**config.mk**
```make
export PLATFORM = sky130hd
export DESIGN_NAME = pulse_queue
export DESIGN_NICKNAME = d
export VERILOG_FILES = /design/src/rtl/pulse_queue.sv
export SDC_FILE = /design/constraint.sdc
export NUM_CORES = 2
export LEC_CHECK = 0
export CORE_AREA = 2 2 306 308
export CTS_BUF_LIST = sky130_fd_sc_hd__clkbuf_16
export CTS_CLUSTER_DIAMETER = 200
export DETAILED_ROUTE_END_ITERATION = 8
export DIE_AREA = 0 0 308 310
export GPL_ROUTABILITY_DRIVEN = 0
export MAX_ROUTING_LAYER = met4
export PLACE_DENSITY = 0.76
export SLEW_MARGIN = 20
export SYNTH_ARGS = -nofsm -noshare
export SYNTH_HDL_FRONTEND = slang
export SYNTH_SLANG_ARGS = --single-unit
```
**constraint.sdc**
```tcl
create_clock -name clk_i -period 22.3 [get_ports clk_i]
set_input_delay 3.345 -clock clk_i [delete_from_list [all_inputs] [get_ports clk_i]]
set_output_delay 3.345 -clock clk_i [all_outputs]
set_load 0.005 [all_outputs]
```
**src/rtl/pulse_queue.sv**
```systemverilog
// ---------------------------------------------------------------------------
// pulse_queue
//
// Multi-outstanding pulse delay / stretcher.
//
// Every rising edge of inp_i is timestamped against a free-running tick
// counter.  The time at which the matching output pulse must start
// (edge time + effective delay) is pushed into a small FIFO.  The oldest
// entry (the FIFO head) is compared against the counter.  When it comes due,
// a pulse of the effective width is launched on out_o.
//
// Ports
//   clk_i         system clock
//   reset_i       synchronous, active-high reset
//   inp_i         trigger input; rising edges are queued
//   enable_i      block enable; low flushes the queue and the output
//   delay_i       edge-to-pulse delay in ticks; values below 4 act as 4
//   delay_wstb_i  delay_i written this cycle (flushes)
//   width_i       pulse width in ticks; 0 acts as 1
//   width_wstb_i  width_i written this cycle (flushes)
//   out_o         pulse output (registered)
//   perr_o        sticky: a pulse came due while out_o was still high
//   ovf_o         sticky: an edge arrived with the queue full
//   queued_o      number of pending entries
//   missed_cnt_o  dropped pulses (either cause), saturating
//
// Timing model
//   Cycle n is the cycle in which the counter holds n.  An edge seen in
//   cycle n stores n + delay_eff.  The output is a flop.  So an entry is
//   "fired" (and popped) in the cycle before it is due, by comparing it
//   with ts + 1.  out_o is then high from cycle n + delay_eff for
//   width_eff cycles.  The head is a registered FWFT copy of the oldest
//   entry.  It is valid one cycle after the push.  The minimum delay of 4
//   leaves slack between that point and the first compare that matters.
// ---------------------------------------------------------------------------
module pulse_queue #(
  parameter int TS_WIDTH    = 48,
  parameter int QUEUE_DEPTH = 16,
  parameter int CNT_WIDTH   = 16
) (
  input  logic                         clk_i,
  input  logic                         reset_i,
  input  logic                         inp_i,
  input  logic                         enable_i,
  input  logic [TS_WIDTH-1:0]          delay_i,
  input  logic                         delay_wstb_i,
  input  logic [TS_WIDTH-1:0]          width_i,
  input  logic                         width_wstb_i,
  output logic                         out_o,
  output logic                         perr_o,
  output logic                         ovf_o,
  output logic [$clog2(QUEUE_DEPTH):0] queued_o,
  output logic [CNT_WIDTH-1:0]         missed_cnt_o
);

  localparam int PTR_W   = $clog2(QUEUE_DEPTH);
  localparam int COUNT_W = PTR_W + 1;

  localparam logic [TS_WIDTH-1:0]  TS_ONE     = TS_WIDTH'(1);
  localparam logic [TS_WIDTH-1:0]  MIN_DELAY  = TS_WIDTH'(4);
  localparam logic [TS_WIDTH-1:0]  MIN_WIDTH  = TS_WIDTH'(1);
  localparam logic [PTR_W-1:0]     PTR_ONE    = PTR_W'(1);
  localparam logic [COUNT_W-1:0]   COUNT_ONE  = COUNT_W'(1);
  localparam logic [COUNT_W-1:0]   DEPTH_C    = COUNT_W'(QUEUE_DEPTH);
  localparam logic [CNT_WIDTH-1:0] MISSED_ONE = CNT_WIDTH'(1);
  localparam logic [CNT_WIDTH-1:0] MISSED_MAX = '1;

  // -------------------------------------------------------------------------
  // State
  // -------------------------------------------------------------------------
  logic [TS_WIDTH-1:0]  ts_q,        ts_d;
  logic                 inp_prev_q,  inp_prev_d;
  logic [PTR_W-1:0]     wr_ptr_q,    wr_ptr_d;
  logic [PTR_W-1:0]     rd_ptr_q,    rd_ptr_d;
  logic [COUNT_W-1:0]   count_q,     count_d;
  logic [TS_WIDTH-1:0]  head_q,      head_d;
  logic                 out_q,       out_d;
  logic [TS_WIDTH-1:0]  rem_q,       rem_d;
  logic                 perr_q,      perr_d;
  logic                 ovf_q,       ovf_d;
  logic [CNT_WIDTH-1:0] missed_q,    missed_d;

  // Due-time storage.  Written at the tail; read at the next head position.
  logic [TS_WIDTH-1:0]  mem_q [QUEUE_DEPTH];
  logic                 mem_we_d;
  logic [TS_WIDTH-1:0]  mem_wdata_d;

  // -------------------------------------------------------------------------
  // Control decode
  // -------------------------------------------------------------------------
  logic                flush;
  logic                edge_det;
  logic                head_valid;
  logic                full;
  logic                fire;
  logic                push;
  logic                drop;
  logic                collide;
  logic                miss;
  logic [TS_WIDTH-1:0] delay_eff;
  logic [TS_WIDTH-1:0] width_eff;
  logic [TS_WIDTH-1:0] push_val;

  // A register write or a disable discards all pending work.  That keeps
  // every queued entry consistent with the delay that is currently set.
  assign flush      = delay_wstb_i | width_wstb_i | ~enable_i;
  assign edge_det   = inp_i & ~inp_prev_q;

  assign delay_eff  = (delay_i < MIN_DELAY) ? MIN_DELAY : delay_i;
  assign width_eff  = (width_i < MIN_WIDTH) ? MIN_WIDTH : width_i;
  assign push_val   = ts_q + delay_eff;

  assign head_valid = (count_q != '0);
  assign full       = (count_q == DEPTH_C);

  // Compare against ts + 1 so that the registered output rises exactly on
  // the due cycle.  Entries are strictly increasing, so only the head needs
  // a comparator.  Plain equality on TS_WIDTH bits handles counter wrap.
  assign fire       = ~flush & head_valid & (head_q == (ts_q + TS_ONE));

  // A full queue that is popping this cycle still has room for the edge.
  assign push       = ~flush & edge_det & (~full | fire);
  assign drop       = ~flush & edge_det & full & ~fire;

  // The entry is consumed even if the output cannot take it.
  assign collide    = fire & out_q;

  // collide implies a pop and drop implies no pop.  So at most one miss
  // can happen per cycle.
  assign miss       = collide | drop;

  // -------------------------------------------------------------------------
  // Free-running timestamp and edge-detect history
  // -------------------------------------------------------------------------
  always_comb begin
    ts_d       = ts_q + TS_ONE;
    inp_prev_d = inp_i;
  end

  // -------------------------------------------------------------------------
  // FIFO pointers, occupancy and registered head
  // -------------------------------------------------------------------------
  always_comb begin
    wr_ptr_d    = wr_ptr_q;
    rd_ptr_d    = rd_ptr_q;
    count_d     = count_q;
    head_d      = head_q;
    mem_we_d    = 1'b0;
    mem_wdata_d = push_val;

    if (flush) begin
      wr_ptr_d = '0;
      rd_ptr_d = '0;
      count_d  = '0;
    end else begin
      mem_we_d = push;

      if (fire) begin
        rd_ptr_d = rd_ptr_q + PTR_ONE;
      end
      if (push) begin
        wr_ptr_d = wr_ptr_q + PTR_ONE;
      end

      case ({push, fire})
        2'b10:   count_d = count_q + COUNT_ONE;
        2'b01:   count_d = count_q - COUNT_ONE;
        default: count_d = count_q;
      endcase

      // The next head either already sits in storage, or it is the entry
      // being written this cycle.  That is the case when the read pointer
      // lands on the current tail slot.  A full queue can never reach this
      // branch without a pop, so rd_ptr_d == wr_ptr_q really means
      // "the queue is empty apart from the new entry".
      if (push && (rd_ptr_d == wr_ptr_q)) begin
        head_d = push_val;
      end else begin
        head_d = mem_q[rd_ptr_d];
      end
    end
  end

  // -------------------------------------------------------------------------
  // Pulse generator
  // -------------------------------------------------------------------------
  // rem_q counts the high cycles still owed, including the current one.
  always_comb begin
    out_d = out_q;
    rem_d = rem_q;

    if (flush) begin
      out_d = 1'b0;
      rem_d = '0;
    end else if (out_q) begin
      rem_d = rem_q - TS_ONE;
      out_d = (rem_q != TS_ONE);
    end else if (fire) begin
      out_d = 1'b1;
      rem_d = width_eff;
    end
  end

  // -------------------------------------------------------------------------
  // Error flags and missed-pulse counter
  // -------------------------------------------------------------------------
  always_comb begin
    perr_d   = perr_q | collide;
    ovf_d    = ovf_q | drop;
    missed_d = missed_q;

    if (miss && (missed_q != MISSED_MAX)) begin
      missed_d = missed_q + MISSED_ONE;
    end

    if (flush) begin
      perr_d   = 1'b0;
      ovf_d    = 1'b0;
      missed_d = '0;
    end
  end

  // -------------------------------------------------------------------------
  // Registers
  // -------------------------------------------------------------------------
  always_ff @(posedge clk_i) begin
    if (reset_i) begin
      ts_q       <= '0;
      inp_prev_q <= 1'b0;
      wr_ptr_q   <= '0;
      rd_ptr_q   <= '0;
      count_q    <= '0;
      head_q     <= '0;
      out_q      <= 1'b0;
      rem_q      <= '0;
      perr_q     <= 1'b0;
      ovf_q      <= 1'b0;
      missed_q   <= '0;
    end else begin
      ts_q       <= ts_d;
      inp_prev_q <= inp_prev_d;
      wr_ptr_q   <= wr_ptr_d;
      rd_ptr_q   <= rd_ptr_d;
      count_q    <= count_d;
      head_q     <= head_d;
      out_q      <= out_d;
      rem_q      <= rem_d;
      perr_q     <= perr_d;
      ovf_q      <= ovf_d;
      missed_q   <= missed_d;
    end
  end

  // Storage carries no reset.  Occupancy alone decides what is valid, so
  // stale contents after a reset or a flush are never compared.
  always_ff @(posedge clk_i) begin
    if (mem_we_d && !reset_i) begin
      mem_q[wr_ptr_q] <= mem_wdata_d;
    end
  end

  // -------------------------------------------------------------------------
  // Outputs
  // -------------------------------------------------------------------------
  assign out_o        = out_q;
  assign perr_o       = perr_q;
  assign ovf_o        = ovf_q;
  assign queued_o     = count_q;
  assign missed_cnt_o = missed_q;

endmodule

```
==> metrics <==
CTS tree=yes; CP max stage cell=a2111oi_0; total power=3.66 mW; crit path time final=9.88 ns; Synth Warn #=0; worst min path class=reg2reg; Synth Instances=3952; vias in the first global route=33.4k; Setup WS pre-CTS=12.00 ns; Tcrit/Tclk final=44.3%; via count=35.5k; max incr delay on CP=0.76 ns; Ports=126; placed inst area=0.0484 mm^2; largest cells by area after synthesis=edfxtp_1 50%, dfxtp_1 7.7%, mux2i_1 6.0%; Critical Path AT=10.46 ns; post-CTS setup buffers=0; Int Power=2.87 mW; actual slew at the worst max-slew pin=1.23 ns; Cell Count, Final, Fillers Out=5273; Final TNS setup=0 ns; RSZ-0062 raised after global routing=no; hold_buf cts=0; max-slew violations=0; grt ovf=0; Core Footprint=0.0925 mm^2; Clock Latency Late Sink=0.69 ns; Hold Path Cell Cnt=1; most frequent CP cell=buf_4; Vert. Die Dim=310 um; # H-tree levels=3; Yosys cell types=92; largest net degree at the start of global routing=74; hold slack=0.467 ns; cells along the critical path=clkdlybuf4s50_1 -> or3b_2 -> a2111oi_0 -> o311ai_0 -> nor4_1 -> nand4_1 -> a2111oi_1 -> nand3_1 -> o21ai_4 -> buf_4 -> and2_2 -> buf_4 -> nor2_2 -> buf_4 -> a32oi_1 -> o22ai_1 -> or4_1 -> a21oi_1; Cell Pwr Density=71.0 mW/mm^2; sequential share of power=52.8%; EDFF count, synth=768; clk slew on worst S/H paths=0.06 ns; outcome=completed; DR DRC count=0; combinational power share=3.8%; clk_skew=0.0507 ns; share of cells above drive strength 1=8.50%; Sw Share=21.7%; Startpoint Class=input port; endpoints failing setup=0; setup ws final=12.42 ns; port bufs=125; fmax=101 MHz; LEAKAGE=17.5 nW; Final Hold Viols=0; syn_nets=4115; synthesized area=0.0458 mm^2; fraction of registers with async set/reset=0%; Psw=794 uW; total CTS buffers=94; die area=0.0955 mm^2; post-route cell area=0.0516 mm^2; CP Max Fanout=57; CTS Root Cell=clkbuf_16; Post-DRT Antenna Nets=0; Register-to-Register Path Depth=17; average cell area after synthesis=11.6 um^2; fillcell total=7475; Data required, critical path=22.88 ns; Main synth FF type=edfxtp_1; Final #Nets=4153; Clock Power Share=43.4%; CP Class=in2reg; top-area cell type share of the netlist area=50.4%; initial antenna violation count=7; Initial Util=49.5%; Worst slew margin=17.0%; Die W=308 um; global-route wire length before repair=208 mm; clock sinks=945; total track usage=30.0%; layout overhead on the synthesized area=12.6%; DRT Wirelength=142 mm; max_cap viols=0; Crit. End Element=flip-flop; average wire per standard cell=27.0 um; Vias/cell=6.73; post-cts resize count=0; Site Rows=112; Post-Place Cells=5091; Final Util=55.7%; Pre-antenna DRT Iters=6; DPL Wire Length=87.3 mm; VDD IR max=0.0615 mV; Initial DRC Count=4623; synthesized flop and latch total=945; Yosys top cell by area=edfxtp_1; Seq/Total Area, Yosys=58.1%; clk buf depth=3
-- power groups by stage --
stage | Combinational [mW] | Sequential (mW) | Clock (mW)
CTS | 0.135 | 1.93 | 1.59
detailed placement | 0.134 | 1.97 | 0
finish | 0.140 | 1.93 | 1.59
global route | 0.146 | 1.93 | 1.66
floorplan | 0.0688 | 1.96 | 0
global placement | 0.132 | 1.97 | 0
-- layer usage --
| metal | GRT usage (%) | part of all wire, % | vias to the layer above | wire length, um |
|---|---|---|---|---|
| met3 | 6.80 | 14 | 510 | 19300 |
| met5 | - | 0 | - | 0 |
| met4 | 15.3 | 5.8 | 0 | 8280 |
| met1 | 38.8 | 37 | 17134 | 52700 |
| li1 | - | - | 15302 | - |
| met2 | 44.4 | 44 | 2526 | 62100 |
-- flip-flops by register name, indices dropped and copies added (netlist names), 4 cells and up --
| name | cells |
|---|---|
| head_q | 48 |
| mem_q | 768 |
| missed_cnt_o | 16 |
| queued_o | 5 |
| rd_ptr_q | 4 |
| rem_q | 48 |
| ts_q | 48 |
| wr_ptr_q | 4 |
-- cell families (layout without fill, tap and decap cells) --
| group | after synthesis | in the layout | synth area share [%] |
|---|---|---|---|
| adder cells (fa/ha/maj) | 61 | 61 | 1.70 |
| flip-flops | 945 | 945 | 58.1 |
| buffers and inverters | 331 | 451 | 2.87 |
| XOR/XNOR | 154 | 154 | 3.29 |
| AO/OA/AOI/OAI | 879 | 879 | 12.9 |
| multiplexers | 301 | 301 | 7.17 |
| other | 0 | 4 | 0 |
| AND/OR/NAND/NOR | 1281 | 1281 | 14.0 |
-- critical path: cells and delay by family --
| kind | cells | cell delay (ns) |
|---|---|---|
| AO/OA/AOI/OAI | 7 | 2.38 |
| buffers and inverters | 4 | 2.02 |
| AND/OR/NAND/NOR | 7 | 2.70 |
-- area by class of cell --
type                       count  area (um^2)  area share (%)
antenna                        4         10.0          0.0194
tap                         1197         1500            2.91
timing repair buffer         232         2050            3.98
clock inverter                82          694            1.35
clock buffer                  96         2400            4.66
sequential                   945        26600            51.6
inverter                      41          154           0.299
multi-input combinational   2676        18100            35.2
-- path summary, 6_finish.rpt --
path | start | end | slack [ns]
max | width_wstb_i | head_q[43]$_SDFFE_PP0N_ | 12.42
min | rem_q[8]$_SDFFE_PP0P_ | rem_q[8]$_SDFFE_PP0P_ | 0.47
max reg2reg | ts_q[2]$_SDFF_PP0_ | head_q[43]$_SDFFE_PP0N_ | 14.39
min reg2reg | rem_q[8]$_SDFFE_PP0P_ | rem_q[8]$_SDFFE_PP0P_ | 0.47
-- cell usage in the layout (no fill, tap or decap), types with 24 or more instances in the layout --
master,count
edfxtp_1,768
nand2_1,335
mux2i_1,275
nor2_1,269
dfxtp_1,175
o22ai_1,167
a21oi_1,160
nor3_1,149
clkdlybuf4s50_1,124
o21ai_0,116
nand3_1,107
buf_4,107
clkbuf_16,96
xnor2_1,87
nor4_1,82
inv_1,62
ha_1,58
a22oi_1,55
nand4_1,53
o221ai_1,50
a211oi_1,48
xor2_1,44
o211ai_1,43
nor2b_1,39
or3_1,37
nand2b_1,34
a21o_1,33
and3_1,30
a31oi_1,27
and2_1,24
-- cell usage after synthesis, types with 11 or more instances --
| cell type | n |
|---|---|
| nand3_1 | 109 |
| xnor2_1 | 95 |
| clkbuf_1 | 233 |
| nor4_1 | 82 |
| nor2_1 | 283 |
| buf_1 | 18 |
| inv_1 | 39 |
| edfxtp_1 | 768 |
| a32oi_1 | 20 |
| a2111oi_0 | 13 |
| nand2b_1 | 35 |
| and2_1 | 25 |
| a21o_1 | 34 |
| dfxtp_1 | 177 |
| o211ai_1 | 43 |
| nand4_1 | 53 |
| o21bai_1 | 12 |
| ha_1 | 59 |
| mux2i_1 | 275 |
| buf_2 | 34 |
| a211oi_1 | 48 |
| or3_1 | 38 |
| nor2b_1 | 40 |
| o22ai_1 | 167 |
| o21ai_1 | 15 |
| o221ai_1 | 50 |
| nand2_1 | 336 |
| o31ai_1 | 13 |
| a21oi_1 | 161 |
| xor2_1 | 47 |
| o21ai_0 | 117 |
| and4_1 | 11 |
| a22oi_1 | 55 |
| and3_1 | 30 |
| mux4_2 | 21 |
| or4_1 | 20 |
| a221o_1 | 14 |
| a31oi_1 | 27 |
| nor3_1 | 154 |
| o21a_1 | 11 |
Power figures use the tool's default switching activity.
